File: config.mk
export PLATFORM = sky130hd
export DESIGN_NAME = lcd_bus_receiver
export DESIGN_NICKNAME = d
export VERILOG_FILES = /design/src/rtl/lcd_bus_receiver.sv
export SDC_FILE = /design/constraint.sdc
export NUM_CORES = 1
export LEC_CHECK = 0
export CORE_UTILIZATION = 40
export CTS_CLUSTER_DIAMETER = 60
export DETAILED_ROUTE_END_ITERATION = 6
export HOLD_SLACK_MARGIN = 0.1
export PLACE_DENSITY = 0.71
export SLEW_MARGIN = 20
export SYNTH_ARGS = -nofsm -noshare
export SYNTH_HDL_FRONTEND = slang
export SYNTH_SLANG_ARGS = --single-unit
File: constraint.sdc
create_clock -name CLK -period 5.8 [get_ports CLK]
set_clock_uncertainty 0.05 [all_clocks]
set_input_delay 1.16 -clock CLK [delete_from_list [all_inputs] [get_ports CLK]]
set_output_delay 1.16 -clock CLK [all_outputs]
set_load 0.02 [all_outputs]
File: src/rtl/lcd_bus_receiver.sv
// lcd_bus_receiver: snoops a 4-bit HD44780-style LCD bus (LCD_D = {RS, nibble},
// LCD_E strobe). It follows the 8-bit to 4-bit init handshake, pairs nibbles
// into bytes, reports instructions and character writes, and keeps a mirror of
// the DDRAM address counter so every character carries its screen position.
//
// Handshake: the bus has no ready. A nibble is accepted on every falling edge
// of the synchronized LCD_E; the value is whatever sync LCD_D held during the
// last cycle sync LCD_E was high. Each output pulse (char_valid, cmd_valid,
// clear_pulse, frame_error) is high for exactly one cycle, and the data fields
// that go with it hold until the next pulse.
module lcd_bus_receiver #(
  parameter int NIBBLE_TIMEOUT = 50000
) (
  input  logic       CLK,
  input  logic       RESET,
  input  logic [4:0] LCD_D,
  input  logic       LCD_E,
  output logic       char_valid,
  output logic [7:0] char_data,
  output logic [6:0] char_addr,
  output logic       char_visible,
  output logic       cmd_valid,
  output logic [7:0] cmd_data,
  output logic       clear_pulse,
  output logic       mode4,
  output logic       frame_error,
  output logic [1:0] fsm_state
);

  localparam int TW = (NIBBLE_TIMEOUT < 2) ? 1 : $clog2(NIBBLE_TIMEOUT + 1);

  localparam logic [1:0] ST_INIT8  = 2'd0;
  localparam logic [1:0] ST_NIB_HI = 2'd1;
  localparam logic [1:0] ST_NIB_LO = 2'd2;

  logic          e_s1, e_s2, e_prev;
  logic [4:0]    d_s1, d_s2, cap;
  logic          fall;
  logic [1:0]    state;
  logic [4:0]    hi_nib;
  logic [TW-1:0] tcnt;
  logic [6:0]    addr;
  logic          dir_inc;
  logic [7:0]    rx_byte;

  // Next DDRAM address, following the two 40-cell line segments.
  function automatic logic [6:0] addr_step(input logic [6:0] a, input logic inc);
    logic [6:0] r;
    if (inc) begin
      if (a == 7'h27)      r = 7'h40;
      else if (a == 7'h67) r = 7'h00;
      else                 r = a + 7'd1;
    end else begin
      if (a == 7'h00)      r = 7'h67;
      else if (a == 7'h40) r = 7'h27;
      else                 r = a - 7'd1;
    end
    return r;
  endfunction

  // Set-address targets in the gaps snap to the start of their line.
  function automatic logic [6:0] addr_clamp(input logic [6:0] a);
    logic [6:0] r;
    if (a >= 7'h28 && a <= 7'h3F) r = 7'h00;
    else if (a >= 7'h68)          r = 7'h40;
    else                          r = a;
    return r;
  endfunction

  // 16x2 visible window: first 16 cells of each line.
  function automatic logic addr_visible(input logic [6:0] a);
    return (a[6:4] == 3'b000) || (a[6:4] == 3'b100);
  endfunction

  assign fall      = e_prev && !e_s2;
  assign rx_byte   = {hi_nib[3:0], cap[3:0]};
  assign fsm_state = state;

  // Two-flop synchronizer for the bus, edge history, and nibble capture.
  always_ff @(posedge CLK) begin
    if (RESET) begin
      e_s1   <= 1'b0;
      e_s2   <= 1'b0;
      e_prev <= 1'b0;
      d_s1   <= 5'd0;
      d_s2   <= 5'd0;
      cap    <= 5'd0;
    end else begin
      e_s1   <= LCD_E;
      e_s2   <= e_s1;
      e_prev <= e_s2;
      d_s1   <= LCD_D;
      d_s2   <= d_s1;
      if (e_s2) cap <= d_s2;
    end
  end

  // Protocol FSM: init handshake, nibble pairing, timeout and byte dispatch.
  always_ff @(posedge CLK) begin
    if (RESET) begin
      state        <= ST_INIT8;
      hi_nib       <= 5'd0;
      tcnt         <= '0;
      addr         <= 7'h00;
      dir_inc      <= 1'b1;
      mode4        <= 1'b0;
      char_valid   <= 1'b0;
      char_data    <= 8'h00;
      char_addr    <= 7'h00;
      char_visible <= 1'b0;
      cmd_valid    <= 1'b0;
      cmd_data     <= 8'h00;
      clear_pulse  <= 1'b0;
      frame_error  <= 1'b0;
    end else begin
      char_valid  <= 1'b0;
      cmd_valid   <= 1'b0;
      clear_pulse <= 1'b0;
      frame_error <= 1'b0;
      case (state)
        ST_INIT8: begin
          // Only "function set, 4-bit" moves on; 0x3 and anything else stay.
          if (fall && !cap[4] && cap[3:0] == 4'h2) begin
            state <= ST_NIB_HI;
            mode4 <= 1'b1;
          end
        end
        ST_NIB_HI: begin
          if (fall) begin
            hi_nib <= cap;
            tcnt   <= '0;
            state  <= ST_NIB_LO;
          end
        end
        ST_NIB_LO: begin
          // A low nibble arriving on the expiry cycle still wins.
          if (fall) begin
            state <= ST_NIB_HI;
            if (hi_nib[4]) begin
              char_valid   <= 1'b1;
              char_data    <= rx_byte;
              char_addr    <= addr;
              char_visible <= addr_visible(addr);
              addr         <= addr_step(addr, dir_inc);
            end else begin
              cmd_valid <= 1'b1;
              cmd_data  <= rx_byte;
              if (rx_byte == 8'h01) begin
                addr        <= 7'h00;
                dir_inc     <= 1'b1;
                clear_pulse <= 1'b1;
              end else if (rx_byte[7:1] == 7'b0000001) begin
                addr <= 7'h00;
              end else if (rx_byte[7:2] == 6'b000001) begin
                dir_inc <= rx_byte[1];
              end else if (rx_byte[7:4] == 4'h3) begin
                mode4 <= 1'b0;
                state <= ST_INIT8;
              end else if (rx_byte[7]) begin
                addr <= addr_clamp(rx_byte[6:0]);
              end
            end
          end else if (tcnt >= TW'(NIBBLE_TIMEOUT)) begin
            frame_error <= 1'b1;
            hi_nib      <= 5'd0;
            state       <= ST_NIB_HI;
          end else begin
            tcnt <= tcnt + 1'b1;
          end
        end
        default: state <= ST_INIT8;
      endcase
    end
  end

endmodule

==> Yosys cells after proc, flatten, opt, wreduce, memory -nomap -nowiden <==
Index checks and enable logic that the tools add are counted.
{ "classes": {"muxes": 46, "n_eq_ne": 26, "bitwise": 3, "n_reduce_logical": 25, "n_addsub": 3, "n_lt_le_gt_ge": 4} }
{ "ops": {"columns": ["cell", "count"], "rows": [
  ["$mux 7", 13],
  ["$mux 16", 3],
  ["$pmux 16 s2", 1],
  ["$ne 2x2->1 const B", 12],
  ["$mux 1", 19],
  ["$add 16x1->16 const B", 1],
  ["$ge 16x16->1 const B", 1],
  ["$mux 5", 3],
  ["$eq 7x7->1 const B", 2],
  ["$pmux 5 s2", 1],
  ["$reduce_and 5->1", 2],
  ["$reduce_and 3->1", 3],
  ["$eq 4x2->1 const B", 2],
  ["$eq 8x1->1 const B", 1],
  ["$mux 2", 4],
  ["$ne 4x4->1 const B", 2],
  ["$reduce_and 4->1", 2],
  ["$reduce_and 8->1", 1],
  ["$add 7x1->7 const B", 1],
  ["$eq 7x1->1 const B", 1],
  ["$eq 7x6->1 const B", 1],
  ["$ge 7x6->1 const B", 1],
  ["$ge 7x7->1 const B", 1],
  ["$le 7x6->1 const B", 1],
  ["19 further kinds", 28]
]} }
{ "totals": {"inputBits": 8, "ff_bits": 78, "wordCells": 127, "out_inout_bits": 31} }

==> Logic depth before layout (Yosys ltp) <==
{ "logic_depth": {"word_depth": 9, "ltp_mapped": 8, "mapped_depth_nobuf": 7} }

==> Worst setup path before layout <==
OpenSTA, ideal clock, no wires.
{ "synth_path": {"path_type": "input to register", "start": "input RESET", "end": "register tcnt[7]", "stages": 5, "setup_ns": 0.059, "n_path_buf": 1, "arrival_ns": 2.023, "path_slack_ns": 3.668, "required_time_ns": 5.691, "cell_sequence": "inv_1 nand2_1 clkbuf_1 or4_1 nand2_1"} }
{ "synth_lines": {"columns": ["element", "line", "rtl"], "rows": [
  ["from (decl)", "15", "input logic RESET,"],
  ["to (signal assigned)", "168", "tcnt <= tcnt + 1'b1;"],
  ["to (decl)", "41", "logic [TW-1:0] tcnt;"]
]} }

==> results.md <==
* Largest net degree at the start of global routing at 60
* Fraction of layout cells with a size suffix above 1 at 6.005%
* Post-synthesis cell count at 410
* Count of unique library cells instantiated by Yosys at 56
* Pwr per Cell Area at 242.8 nW/um^2
* Crit path time final at 2765 ps
* CTS Hold Buffers Added at 0
* Synth warn at 0
* Total gr overflow at 0
* Synth Flop Type: dfxtp_1
* Post-layout nets at 440
* # IOs at 39
* Final setup fails at 0
* Vias in the first global route at 2,594
* FP Rows at 33
* Fin. max-slew vios at 0
* Initial antenna violation count at 0
* Post-synth EDFFs at 0
* Final wirelength at 7306 um
* Die X at 94.55 um
* DP HPWL at 4894 um
* Mean Syn Cell Area at 8.356 sq um
* Sequential area share after synthesis at 45.58%
* Iteration-0 DRC Markers at 224
* Setup WS post-layout at 3035 ps
* Worst EP arrival at 2970 ps
* Worst setup SP type: input port
* Layout Area Growth over Synthesis at 16.87%
* Status: finished, final reports clean
* Kind of critical path: in -> reg
* Fillers at 800
* CP bufs+invs at 2
* Die Ht at 94.55 um
* Ys async rst share at 0%
* Place WS at 2643 ps
* Max transition margin at 29.43%
* Routed vias at 2,861
* VDD IR max at 0.1293 mV
* Router iterations before antenna repair at 4
* Port bufs at 38
* CP Capture Type: flip-flop
* Tot GR Track Use at 18.02%
* Postcts setup bufs at 0
* Placed cell count at 522
* DIE AREA at 8939 sq um
* Post-Synthesis Net Count at 422
* RSZ-0062 raised after global routing: no
* CTS Root Cell: clkbuf_8
* Placer Congestion at 0.8469
* Starting density of the core at 41.48%
* DRC errors left at 0
* Leak at 1.342 nW
* H-tree levels at 3
* Worst EP required at 6000 ps
* Total Neg Setup Slack at 0 ps
* PostCTS Resize Cnt at 0
* Min-Delay Path Class: reg -> reg
* First-pass GRT wire length at 12,530 um
* Seq cells post-synth at 78
* Cell Chain, Critical Path: buf_2, inv_1, nand2_1, a31oi_1, a22o_1
* CP max FO at 59
* Clk Latency, worst-skew pair at 360 ps
* Wirelength per Cell at 13.58 um
* Maximum capacitance violations at 0
* Clk buf depth at 2
* Mapped cell area at 3426 sq um
* Achievable frequency at 361.7 MHz
* Hold Vio Cnt, Final at 0
* DR vias/cell at 5.318
* Clk slew on worst S/H paths at 80 ps
* Top delay family on crit path: buffers and inverters
* TritonCTS clock tree: built
* Sink Count at 78
* Critical path's slowest cell: buf_2
* Slew @ Worst Pin at 1059 ps
* Routed Antenna Nets at 0
* Num CTS Buffers at 9
* Crit share post-route at 47.67%
* Largest stage delay on the critical path at 770 ps
* Non-Filler Instances at 538
* Tightest hold margin at 392.9 ps
* Core area at 8258 sq um
* ANT cells at 0
==> Yosys cell counts, types with 3 or more instances <==
| cell type | count | area, sq um |
|---|---|---|
| nor3_1 | 7 | 35.03 |
| o31ai_1 | 3 | 22.52 |
| nand3_1 | 11 | 55.05 |
| nor2b_1 | 17 | 106.4 |
| o211ai_1 | 11 | 82.58 |
| a31oi_1 | 5 | 31.28 |
| nor4_1 | 4 | 25.02 |
| a21oi_1 | 39 | 195.2 |
| nor2_1 | 25 | 93.84 |
| ha_1 | 4 | 50.05 |
| nand2b_1 | 6 | 37.54 |
| inv_1 | 10 | 37.54 |
| nand4_1 | 7 | 43.79 |
| xor2_1 | 3 | 26.28 |
| nand2_1 | 67 | 251.5 |
| a22o_1 | 5 | 43.79 |
| mux2i_1 | 8 | 80.08 |
| or4_1 | 5 | 37.54 |
| o21ai_0 | 19 | 95.09 |
| clkbuf_1 | 26 | 97.59 |
| buf_1 | 3 | 11.26 |
| or3_1 | 6 | 37.54 |
| o21a_1 | 3 | 22.52 |
| dfxtp_1 | 78 | 1562 |
==> state kept, by name, summed over array words and instances, names as in the netlist, 5 cells and up <==
register,flops
addr,7
d_s2,5
char_addr,7
hi_nib,5
d_s1,5
tcnt,16
cmd_data,8
char_data,8
cap,5
==> worst paths after layout <==
check                                             from                         to  depth (start not counted)  slack (ps)
worst max-delay path                             RESET     hi_nib[1]$_SDFFE_PP0P_                          5        3040
worst min-delay path                d_s1[3]$_SDFF_PP0_         d_s2[3]$_SDFF_PP0_                          1         390
worst max register to register  hi_nib[4]$_SDFFE_PP0P_  char_visible$_SDFFE_PP0P_                          3        3430
worst min register to register      d_s1[3]$_SDFF_PP0_         d_s2[3]$_SDFF_PP0_                          1         390
==> power breakdown <==
group	total, mW	internal (mW)	switching, mW
clock	0.410	0.200	0.209
combinational	0.0205	0.00849	0.0121
sequential	0.542	0.539	0.00262
==> worst reg2reg max path: cells and delay by family, from the launching register on <==
kind | cells | cell delay [ps]
compound gates | 1 | 130
flops | 1 | 920
simple gates | 2 | 1190
==> cell families (layout without fill, tap and decap cells) <==
family | count (synthesis) | count (layout) | synth area share, %
AND/OR/NAND/NOR | 169 | 169 | 24.54
AO/OA/AOI/OAI | 104 | 104 | 19.72
flip-flops | 78 | 78 | 45.58
buffers and inverters | 41 | 64 | 4.748
multiplexers | 9 | 9 | 2.666
XOR/XNOR | 5 | 5 | 1.279
adder cells (fa/ha/maj) | 4 | 4 | 1.461
==> stage by stage <==
step                      power, mW  util, %  cell area [sq um]
after floorplan              0.5685        -               3426
after global placement       0.5749    46.11               3807
after detailed placement     0.5755    46.11               3807
after CTS                    0.9808    48.48               4004
after global routing          1.005    48.48               4004
final                        0.9721    48.48               4004
==> cell usage in the layout (no fill, tap or decap), types with 2 or more instances in the layout <==
master and count:
o21a_1 3, nor3b_1 2, ha_1 4, clkinvlp_4 2, dfxtp_1 78, nand2b_1 6, inv_6 2, nand2_1 67
o211ai_1 11, xor2_1 3, nor2b_1 17, and4_1 2, nor3_1 7, xnor2_1 2, inv_1 10, or3_1 6
a31oi_1 5, clkbuf_8 9, a22o_1 5, or4_1 5, mux2i_1 8, nand4_1 7, o21ai_0 19, clkinv_2 2
a311oi_1 2, a21oi_1 39, nand3_1 11, nor4_1 4, o21bai_1 2, nor2_1 25, clkdlybuf4s50_1 37, o31ai_1 3
and3_1 2
==> area by class of cell <==
class	count	area, sq um	area share, %
Clock buffer	9	123.9	3.094
Clock inverter	7	72.57	1.812
Inverter	10	37.54	0.9375
Multi-Input combinational cell	291	1702	42.50
Sequential cell	78	1562	39.00
Tap cell	105	131.4	3.281
Timing Repair Buffer	38	375.4	9.375
==> metal layers <==
metal  GRT usage, %  wire length (um)  vias up
met1          24.34              3516     1313
met2          27.17              3326       59
met5              0                 0        -
met3          4.831               348        9
li1               -                 -     1480
met4          7.323               115        0
Power figures use the tool's default switching activity.
